## src/rtl/tick_sched_ctrl.sv

```systemverilog
`default_nettype none
// ============================================================================
// Module      : tick_sched_ctrl
// Description : Programs a tick timer over its register bus, then round-robins
//               the selected task on every serviced timer interrupt.
// Revision    : 1.0 - initial release
// ============================================================================
module tick_sched_ctrl #(
    parameter int NUM_TASKS = 4,
    parameter int TID_W     = 2
) (
    input  logic                 clk,
    input  logic                 rst,
    input  logic                 start,
    input  logic                 stop,
    input  logic [15:0]          period,
    input  logic [7:0]           prescale,
    input  logic [NUM_TASKS-1:0] task_mask,
    output logic                 tmr_cs,
    output logic                 tmr_write,
    output logic [2:0]           tmr_addr,
    output logic [7:0]           tmr_wdata,
    input  logic                 tmr_irq,
    output logic [TID_W-1:0]     task_id,
    output logic                 task_switch,
    output logic                 running,
    output logic [15:0]          tick_count,
    output logic                 cfg_err
);

    localparam logic [3:0] c_st_idle   = 4'd0;
    localparam logic [3:0] c_st_w_rst  = 4'd1;
    localparam logic [3:0] c_st_w_pre  = 4'd2;
    localparam logic [3:0] c_st_w_cmpl = 4'd3;
    localparam logic [3:0] c_st_w_cmph = 4'd4;
    localparam logic [3:0] c_st_w_en   = 4'd5;
    localparam logic [3:0] c_st_run    = 4'd6;
    localparam logic [3:0] c_st_ack    = 4'd7;
    localparam logic [3:0] c_st_switch = 4'd8;
    localparam logic [3:0] c_st_w_off  = 4'd9;

    logic [3:0]       r_state;
    logic [15:0]      r_period;
    logic [7:0]       r_prescale;
    logic [TID_W-1:0] r_task_id;
    logic [15:0]      r_tick_count;
    logic             r_task_switch;
    logic             r_cfg_err;
    logic             r_stop_pend;

    logic [TID_W-1:0] w_next_tid;
    logic [TID_W-1:0] w_cand;
    logic             w_found;
    logic             w_latch_state;
    logic             w_bus_cs;
    logic [2:0]       w_bus_addr;
    logic [7:0]       w_bus_data;

    // Round-robin search upward from the current task; no other candidate means hold.
    always_comb begin
        w_next_tid = r_task_id;
        w_found    = 1'b0;
        w_cand     = '0;
        for (int i = 1; i < NUM_TASKS; i++) begin
            w_cand = TID_W'((int'(r_task_id) + i) % NUM_TASKS);
            if (!w_found && task_mask[w_cand]) begin
                w_next_tid = w_cand;
                w_found    = 1'b1;
            end
        end
    end

    always_comb begin
        w_latch_state = 1'b0;
        case (r_state)
            c_st_w_rst, c_st_w_pre, c_st_w_cmpl, c_st_w_cmph, c_st_w_en,
            c_st_ack, c_st_switch: w_latch_state = 1'b1;
            default:               w_latch_state = 1'b0;
        endcase
    end

    always_ff @(posedge clk or posedge rst) begin
        if (rst) begin
            r_state       <= c_st_idle;
            r_period      <= '0;
            r_prescale    <= '0;
            r_task_id     <= '0;
            r_tick_count  <= '0;
            r_task_switch <= 1'b0;
            r_cfg_err     <= 1'b0;
            r_stop_pend   <= 1'b0;
        end else begin
            r_task_switch <= 1'b0;
            r_cfg_err     <= 1'b0;
            if (stop && w_latch_state) begin
                r_stop_pend <= 1'b1;
            end
            // A latched stop lets the state in progress finish, then diverts to W_OFF.
            case (r_state)
                c_st_idle: begin
                    r_stop_pend <= 1'b0;
                    if (start && !stop) begin
                        if (period != 16'd0) begin
                            r_period     <= period;
                            r_prescale   <= prescale;
                            r_tick_count <= '0;
                            r_state      <= c_st_w_rst;
                        end else begin
                            r_cfg_err <= 1'b1;
                        end
                    end
                end
                c_st_w_rst:  r_state <= r_stop_pend ? c_st_w_off : c_st_w_pre;
                c_st_w_pre:  r_state <= r_stop_pend ? c_st_w_off : c_st_w_cmpl;
                c_st_w_cmpl: r_state <= r_stop_pend ? c_st_w_off : c_st_w_cmph;
                c_st_w_cmph: r_state <= r_stop_pend ? c_st_w_off : c_st_w_en;
                c_st_w_en:   r_state <= r_stop_pend ? c_st_w_off : c_st_run;
                c_st_run: begin
                    if (stop || r_stop_pend) begin
                        r_state <= c_st_w_off;
                    end else if (tmr_irq) begin
                        r_state <= c_st_ack;
                    end
                end
                c_st_ack:    r_state <= r_stop_pend ? c_st_w_off : c_st_switch;
                c_st_switch: begin
                    r_tick_count  <= r_tick_count + 16'd1;
                    r_task_id     <= w_next_tid;
                    r_task_switch <= w_found;
                    r_state       <= r_stop_pend ? c_st_w_off : c_st_run;
                end
                c_st_w_off: begin
                    r_stop_pend <= 1'b0;
                    r_state     <= c_st_idle;
                end
                default: r_state <= c_st_idle;
            endcase
        end
    end

    always_comb begin
        w_bus_cs   = 1'b1;
        w_bus_addr = 3'd0;
        w_bus_data = 8'h00;
        case (r_state)
            c_st_w_rst:  begin w_bus_addr = 3'd0; w_bus_data = 8'h08;            end
            c_st_w_pre:  begin w_bus_addr = 3'd6; w_bus_data = r_prescale;       end
            c_st_w_cmpl: begin w_bus_addr = 3'd4; w_bus_data = r_period[7:0];    end
            c_st_w_cmph: begin w_bus_addr = 3'd5; w_bus_data = r_period[15:8];   end
            c_st_w_en:   begin w_bus_addr = 3'd0; w_bus_data = 8'h07;            end
            c_st_ack:    begin w_bus_addr = 3'd1; w_bus_data = 8'h01;            end
            c_st_w_off:  begin w_bus_addr = 3'd0; w_bus_data = 8'h00;            end
            default:     w_bus_cs = 1'b0;
        endcase
    end

    assign tmr_cs      = w_bus_cs;
    assign tmr_write   = w_bus_cs;
    assign tmr_addr    = w_bus_addr;
    assign tmr_wdata   = w_bus_data;
    assign task_id     = r_task_id;
    assign task_switch = r_task_switch;
    assign tick_count  = r_tick_count;
    assign cfg_err     = r_cfg_err;
    assign running     = (r_state == c_st_run) || (r_state == c_st_ack) ||
                         (r_state == c_st_switch);

endmodule
`default_nettype wire

```

## config.mk

```make
export PLATFORM = sky130hd
export DESIGN_NAME = tick_sched_ctrl
export DESIGN_NICKNAME = d
export VERILOG_FILES = /design/src/rtl/tick_sched_ctrl.sv
export SDC_FILE = /design/constraint.sdc
export NUM_CORES = 1
export LEC_CHECK = 0
export CAP_MARGIN = 10
export CORE_AREA = 2 2 102 65
export DETAILED_ROUTE_END_ITERATION = 10
export DIE_AREA = 0 0 104 67
export PLACE_DENSITY_LB_ADDON = 0.2
export SETUP_SLACK_MARGIN = 0.5
export SLEW_MARGIN = 10
export SYNTH_ARGS = -nofsm -noshare
export SYNTH_HDL_FRONTEND = slang
export SYNTH_SLANG_ARGS = --single-unit
```

## constraint.sdc

```tcl
create_clock -name clk -period 3.2 [get_ports clk]
set_input_delay 0.48 -clock clk [delete_from_list [all_inputs] [get_ports clk]]
set_output_delay 0.48 -clock clk [all_outputs]
set_load 0.02 [all_outputs]
```

* Word-level counts from Yosys, hierarchy flattened
Index checks and enable logic that the tools add are counted.
Word-level totals: bits in registers 49, bits in latches 0, bits in writable memories 0, ROM bits 0, bits of input ports 33, output and inout port bits 34, logic and storage cells 86, memories 0
Operators by class: add/sub/neg operators 4, $mul 0, divide/modulo/power cells 0, magnitude comparators 3, eq/ne operators 12, shifts and indexed selects 0, muxes and demuxes 36, bitwise logic cells 0, reduce and logical (&&, ||, !) cells 23
Operators with widths (number):
- $pmux W8 S6 | 1
- $mux W4 | 9
- $mux W16 | 2
- $pmux W16 S2 | 1
- $pmux W4 S8 | 1
- $add A16 B1 Y16 const B | 1
- $eq A4 B3 Y1 const B | 4
- $reduce_bool A16 Y1 | 1
- $mux W1 | 15
- $reduce_or A7 Y1 | 2
- $pmux W3 S4 | 1
- $lt A2 B3 Y1 const B | 3
- $reduce_and A3 Y1 | 3
- $eq A4 B2 Y1 const B | 2
- $eq A4 B4 Y1 const B | 2
- $bmux W1 S2 | 3
- $mux W2 | 3
- $add A2 B2 Y2 const B | 2
- $eq A4 B1 Y1 const B | 1
- $logic_and A1 B1 Y1 | 4
- $logic_not A4 Y1 | 1
- $ne A2 B2 Y1 const B | 2
- $reduce_bool A2 Y1 | 2
- $reduce_or A2 Y1 | 2
- other kinds (6) | 10

* Depth between registers and ports, before layout
Gate-level depths: netlist of the first run.
depth in word-level cells 11, gate-level depth with buffers 6, gate-level depth less buffers 5

* Worst setup path before layout of the first run
Ideal clock, no wire load.
path kind register -> output, from register r_state[1], to output port tmr_wdata[0], arrival time 1708 ps, setup slack 1012 ps, stages on the path, launching flop included 6, path through dfrtp_1 -> clkbuf_1 -> nand2b_1 -> nor3_2 -> a22oi_1 -> o21ai_1
On the way: cells in the longest elaborated chain, start to end 2, elaborated cells on any way between the ends 7, those cells by class eq/ne (6); mux (1)
Ends and longest elaborated chain:
- start, declared | line 42 | logic [3:0] r_state;
- start signal, assigned | line 84 | r_state <= c_st_idle;
- start signal, assigned | line 107 | r_state <= c_st_w_rst;
- start signal, assigned | line 113 | c_st_w_rst: r_state <= r_stop_pend ? c_st_w_off : c_st_w_pre;
- $eq A4 B3 Y1 (tied with other cells) | line 145 | case (r_state)
- $pmux W8 S6 * | line 145
- end, declared | line 22 | output logic [7:0] tmr_wdata,
Mark *: on every way between the ends. The rest lies on a longest branch, timed or not.

* Worst setup path in the final report of the first run
from register r_state[2], to output port tmr_wdata[3]
Same word-level chain as after synthesis.

==> impl_metrics.yaml, run 1 <==
yosys:
  syn-cell-area_sq_um: 2630
  synth_most_common_cell: "dfrtp_1"
  ys.flop_type: "dfrtp_1"
  ys_types: 47
  synth_top_cell_area_share_pct: 46.6
  async_flop_share_pct: 100
  ys_seq_area_share_pct: 46.6
  synth_edf_count: 0
  syn_inst: 268
  yosysWarnings: 0
  synth-seq-cells: 49
  synth.largest_area_cell: "dfrtp_1"
  syn_area_per_cell_sq_um: 9.82
  netlist_top_cells_area: "dfrtp_1 (47%), mux2_1 (10%), nand2_1 (3.6%), a21oi_1 (3.0%), a22oi_1 (2.6%)"
  synth_common_cells: "dfrtp_1 (49), nand2_1 (25), mux2_1 (24), a21oi_1 (16), nor2_1 (16)"
  synth_fp_nets: 302
setup_path:
  start_kind: "register"
  cp.arrival_ps: 2150
  cp_max_fo: 8
  rr_startpoint: "r_state[2]"
  r2r-end: "r_period[9]"
  rrSetupSlack_ps: 890
  required_ps: 2720
  reg2regPathDepth: 6
  cp-end-kind: "output pin"
  crit_type: "reg2out"
power:
  p_leak_nw: 1.49
  power.density_nw_per_um2: 891
  irDropWorstVdd_mv: 0.367
  power_mw: 3.17
finish:
  diodes: 0
  seq_area_sq_um: 1230
  syn_to_final_growth_pct: 35.1
  multi_input_area_sq_um: 1330
  fin_nets: 375
  nFillCells: 532
  drive_gt1_share_pct: 9.38
clock_tree:
  cts.htree.levels: 2
  cts.clk_slew.worst_paths_ps: 80
  clockBufferDepth: 2
  numCtsBuffers: 5
  cts.sinks: 49
  cts_tree: "built"
  clk_latency_ps: 300
  cts-root-buf: "clkbuf_8"
  cts-hold-fix-buffers: 0
flow_run:
  maxCapViolCount: 0
route:
  route.detailed.drc: 0
  routedWlPerCell_um: 16.9
  firstDrtPassIters: 4
  vias: 2387
  final_antenna_net_count: 0
  viasPerCell: 5.62
  finalWirelength_mm: 7.17
  drt_iter0_drc: 118
die:
  die_x_um: 104
  core-area_sq_um: 5950
  dieHeight_um: 67
  ios: 67
  start_util_pct: 44.3
  rows: 22
  die_area_sq_um: 6970
global_route:
  grt_start_max_net_pins: 27
  overflow: 0
  grt_pass1_wl_mm: 11.8
  grt_use_total_pct: 21.8
  grt_antenna_before_repair: 0
  grt_pass1_vias: 2278
sta:
  maxSlewHeadroom_pct: 62.4
  finClkSkew_ps: 6.86
  tns_ps: 0
  final-setup-viol-count: 0
  tightest_slew_ps: 558
  layout_min_cycle_time_ps: 2630
  hold_violations: 0
  drv_slew: 0
  fin_crit_sh_pct: 82.2
  rsz0062_at_grt: "false"
  fmax_mhz: 380
worst_hold_path:
  holdPathEnd: "r_prescale[4]"
  hold_depth: 1
  hold_class: "reg2reg"
  hold_start: "r_prescale[4]"
status:
  status: "finished clean"
placement:
  gp_congestion: 0.923
  port_buffers: 66
  dp_hpwl_mm: 5.27
[worst max-delay path: stages, from the launching register on]
cell and delay (ps):
dfrtp_2 460, nand2b_2 250, nor3_4 240, buf_4 160, nand2_1 40, o21ai_0 80, clkdlybuf4s50_1 630
[cell type report]
class	count	area share, %
inverter	10	1.06
timing repair buffer	79	21.6
clock buffer	7	2.43
tap	84	2.95
multi-input combinational	196	37.4
sequential	49	34.6
[logic make-up (layout without fill, tap and decap cells)]
| family | Yosys count | after routing | synth area share [%] |
|---|---|---|---|
| flops | 49 | 49 | 46.6 |
| mux | 26 | 26 | 11.0 |
| xor+xnor | 5 | 5 | 1.66 |
| compound gates | 66 | 66 | 16.0 |
| fa+ha+maj | 1 | 1 | 0.475 |
| simple gates | 98 | 98 | 20.5 |
| buf+inv | 23 | 96 | 3.71 |
[per-stage QoR]
step	setup slack (ps)	std cells	hold slack, ps	util (%)	cell area, sq um
global placement	573	411	469	56.9	3380
floorplan	1010	268	453	-	2630
detailed placement	466	411	480	56.9	3380
CTS	538	425	501	59.7	3550
finish	570	425	496	59.8	3560
global route	502	425	526	59.8	3560
[worst max path at each step]
stage               startpoint            to  slack, ps  cells past startpoint
detailed placement  r_state[2]  tmr_wdata[0]        470                      5
finish              r_state[2]  tmr_wdata[3]        570                      6
global route        r_state[2]  tmr_wdata[3]        500                      6
CTS                 r_state[2]  tmr_wdata[3]        540                      6
global placement          stop   r_period[6]        570                      6
floorplan           r_state[1]  tmr_wdata[0]       1010                      5
[state kept, by name, indices dropped and copies added (netlist names)]
| name | cells |
|---|---|
| r_state | 4 |
| r_prescale | 8 |
| task_id | 2 |
| r_period | 16 |
| r_stop_pend | 1 |
| tick_count | 16 |
| task_switch | 1 |
| cfg_err | 1 |
[cells in the final DEF (no fill, tap or decap), drive strengths merged, types with 5 or more instances in the layout]
master,instances
clkdlybuf4s50,61
dfrtp,49
nand2,25
mux2,24
o21ai,18
nor2,17
a21oi,16
buf,13
nand3,10
inv,10
a22oi,9
nand2b,9
clkbuf,7
nor4,6
o211ai,5
nor3,5
[per-layer routing]
layer	part of all wire, %	global-route usage [%]
met1	50	33.0
met2	42	32.0
met3	7.0	4.50
met4	0.67	4.56
met5	0	0
[report_power, final]
part           switching, mW  internal (mW)  total (mW)
clock network          0.196          0.172       0.368
logic                  0.777          0.768        1.55
registers              0.352          0.903        1.26
total                   1.33           1.84        3.17
[timing repair]
item	CTS	global route
pin swaps	1	1
setup buffers	7	0
resized for setup	10	4
endpoints found under the setup margin	10	6
hold endpoints to repair	0	0
Power figures use the tool's default switching activity.
==> run 2, diff against run 1 <==
- CORE_AREA: 2 2 102 65 -> 2 2 103 65
- DIE_AREA: 0 0 104 67 -> 0 0 105 67
- clock period: 3.2 -> 2.3 ns (I/O delays scaled with it)
==> run 2 against run 1 <==
Compared with the run above: worst setup slack lost 260 ps; die area grew 0.96%; critical path depth shrank 1; critical path type is now reg2reg; sequential power grew 37%; sequential share of layout area shrank 5.8 points; first-iteration DRC count is the same; wire length grew 15%; non-clock buffer count grew 39; power grew 71%; cell area grew 20%; clock skew shrank 2.3 ps; critical endpoint is now tick_count[14].
==> impl_metrics.yaml, run 2 (synthesis results as in run 1) <==
status:
  status: "finished clean"
die:
  rows: 22
  ios: 67
  core-area_sq_um: 6000
  dieHeight_um: 67
  start_util_pct: 43.9
  die_x_um: 105
  die_area_sq_um: 7040
setup_path:
  cp-end-kind: "register"
  cp_max_fo: 6
  crit_slowest_cell: "or4b_4"
  cp.arrival_ps: 2180
  path_cells: "or4b_4 -> buf_8 -> or4_4 -> o221ai_2 -> o31ai_1"
  critPathMaxStageDelay_ps: 570
  required_ps: 2490
  crit_family: "simple AND/OR/NAND/NOR gates"
  crit_type: "reg2reg"
  critPathBufInv: 1
  start_kind: "register"
global_route:
  grt_use_total_pct: 23.1
  grt_pass1_vias: 2512
  overflow: 0
  grt_start_max_net_pins: 27
  grt_pass1_wl_mm: 12.7
  grt_antenna_before_repair: 0
route:
  routedWlPerCell_um: 17.7
  route.detailed.drc: 0
  viasPerCell: 5.55
  vias: 2580
  firstDrtPassIters: 4
  finalWirelength_mm: 8.23
  final_antenna_net_count: 0
  drt_iter0_drc: 118
placement:
  placed_cells: 425
  gp_congestion: 0.890
  placedInstanceArea_sq_um: 3530
  port_buffers: 66
  dp_hpwl_mm: 5.18
sta:
  fmax_mhz: 503
  hold_violations: 0
  final-setup-viol-count: 0
  finClkSkew_ps: 4.53
  maxSlewHeadroom_pct: 64.3
  rsz0062_at_grt: "true"
  fin_crit_sh_pct: 86.5
  tns_ps: 0
  tightest_slew_ps: 535
  drv_slew: 0
  layout_min_cycle_time_ps: 1990
power:
  p_leak_nw: 1.92
  power.density_nw_per_um2: 1260
  irDropWorstVdd_mv: 0.543
  power_mw: 5.41
finish:
  seq_area_sq_um: 1230
  fin_nets: 414
  multi_input_area_sq_um: 1660
  drive_gt1_share_pct: 39.6
  nFillCells: 444
  final_cell_area_sq_um: 4280
  diodes: 0
  final_cells: 465
  final_cell_mix: "dfrtp_1 (43), buf_4 (40), clkdlybuf4s50_1 (33)"
  layout_commonest_cell: "dfrtp_1"
  syn_to_final_growth_pct: 62.7
  postLayoutCoreUtil_pct: 71.4
flow_run:
  maxCapViolCount: 0
clock_tree:
  clk_latency_ps: 300
  cts_tree: "built"
  cts.htree.levels: 2
  cts.clk_slew.worst_paths_ps: 90
  numCtsBuffers: 5
  cts-hold-fix-buffers: 0
  clockBufferDepth: 2
  cts.sinks: 49
  cts-root-buf: "clkbuf_8"
worst_hold_path:
  hold_class: "in2async"
## run 2: cell count changes in the layout (fill, tap and decap cells not counted), sizes merged
| cell | previous run | this run |
|---|---|---|
| dlymetal6s2s | 4 | 7 |
| clkbuf | 7 | 8 |
| buf | 13 | 64 |
| inv | 10 | 11 |
| clkinv | 0 | 1 |
| clkdlybuf4s50 | 61 | 33 |
| dlygate4sd2 | 1 | 12 |
## run 2: repair_timing
action                     CTS  global route
resized for setup          138            66
cloned                       1             2
setup endpoints to repair   53            55
hold endpoints to repair     0             0
setup buffers               14            15
pin swaps                   18            17
## run 2: layer usage
metal / part of all wire [%] / wire length (um) / GRT usage, % / vias to the layer above
li1: - / - / - / 1220
met1: 49 / 4040 / 33.2 / 1271
met2: 45 / 3660 / 35.8 / 80
met3: 5.6 / 459 / 4.89 / 9
met4: 0.78 / 64 / 5.00 / 0
met5: 0 / 0 / 0 / -
## run 2: report_power, final
group | internal (mW) | switching [mW]
combinational | 1.71 | 1.46
clock | 0.218 | 0.304
sequential | 1.26 | 0.464
## run 2: path summary, 6_finish.rpt
path	slack (ps)	cells after the start	endpoint	startpoint
setup / recovery	310	5	tick_count[14]	r_state[0]
hold / removal	390	2	r_prescale[7]	rst
setup reg to reg	310	5	tick_count[14]	r_state[0]
hold reg to reg	490	1	r_period[9]	r_period[9]
max in group asynchronous	1360	3	r_state[1]	rst
min in group clk	440	2	r_period[6]	period[6]
## run 2: area by class of cell
class                      instances  share of cell area (%)
multi-input combinational        196                    38.7
sequential                        49                    28.8
timing repair buffer             118                    27.1
tap                               84                    2.45
clock buffer                       6                    1.69
inverter                          10                   0.993
clock inverter                     2                   0.321
## run 2: through the flow
step	setup slack (ps)	hold WS (ps)
after floorplan	472	453
after global placement	87.6	469
final	311	392
after CTS	357	403
after detailed placement	44.3	471
after global routing	250	438
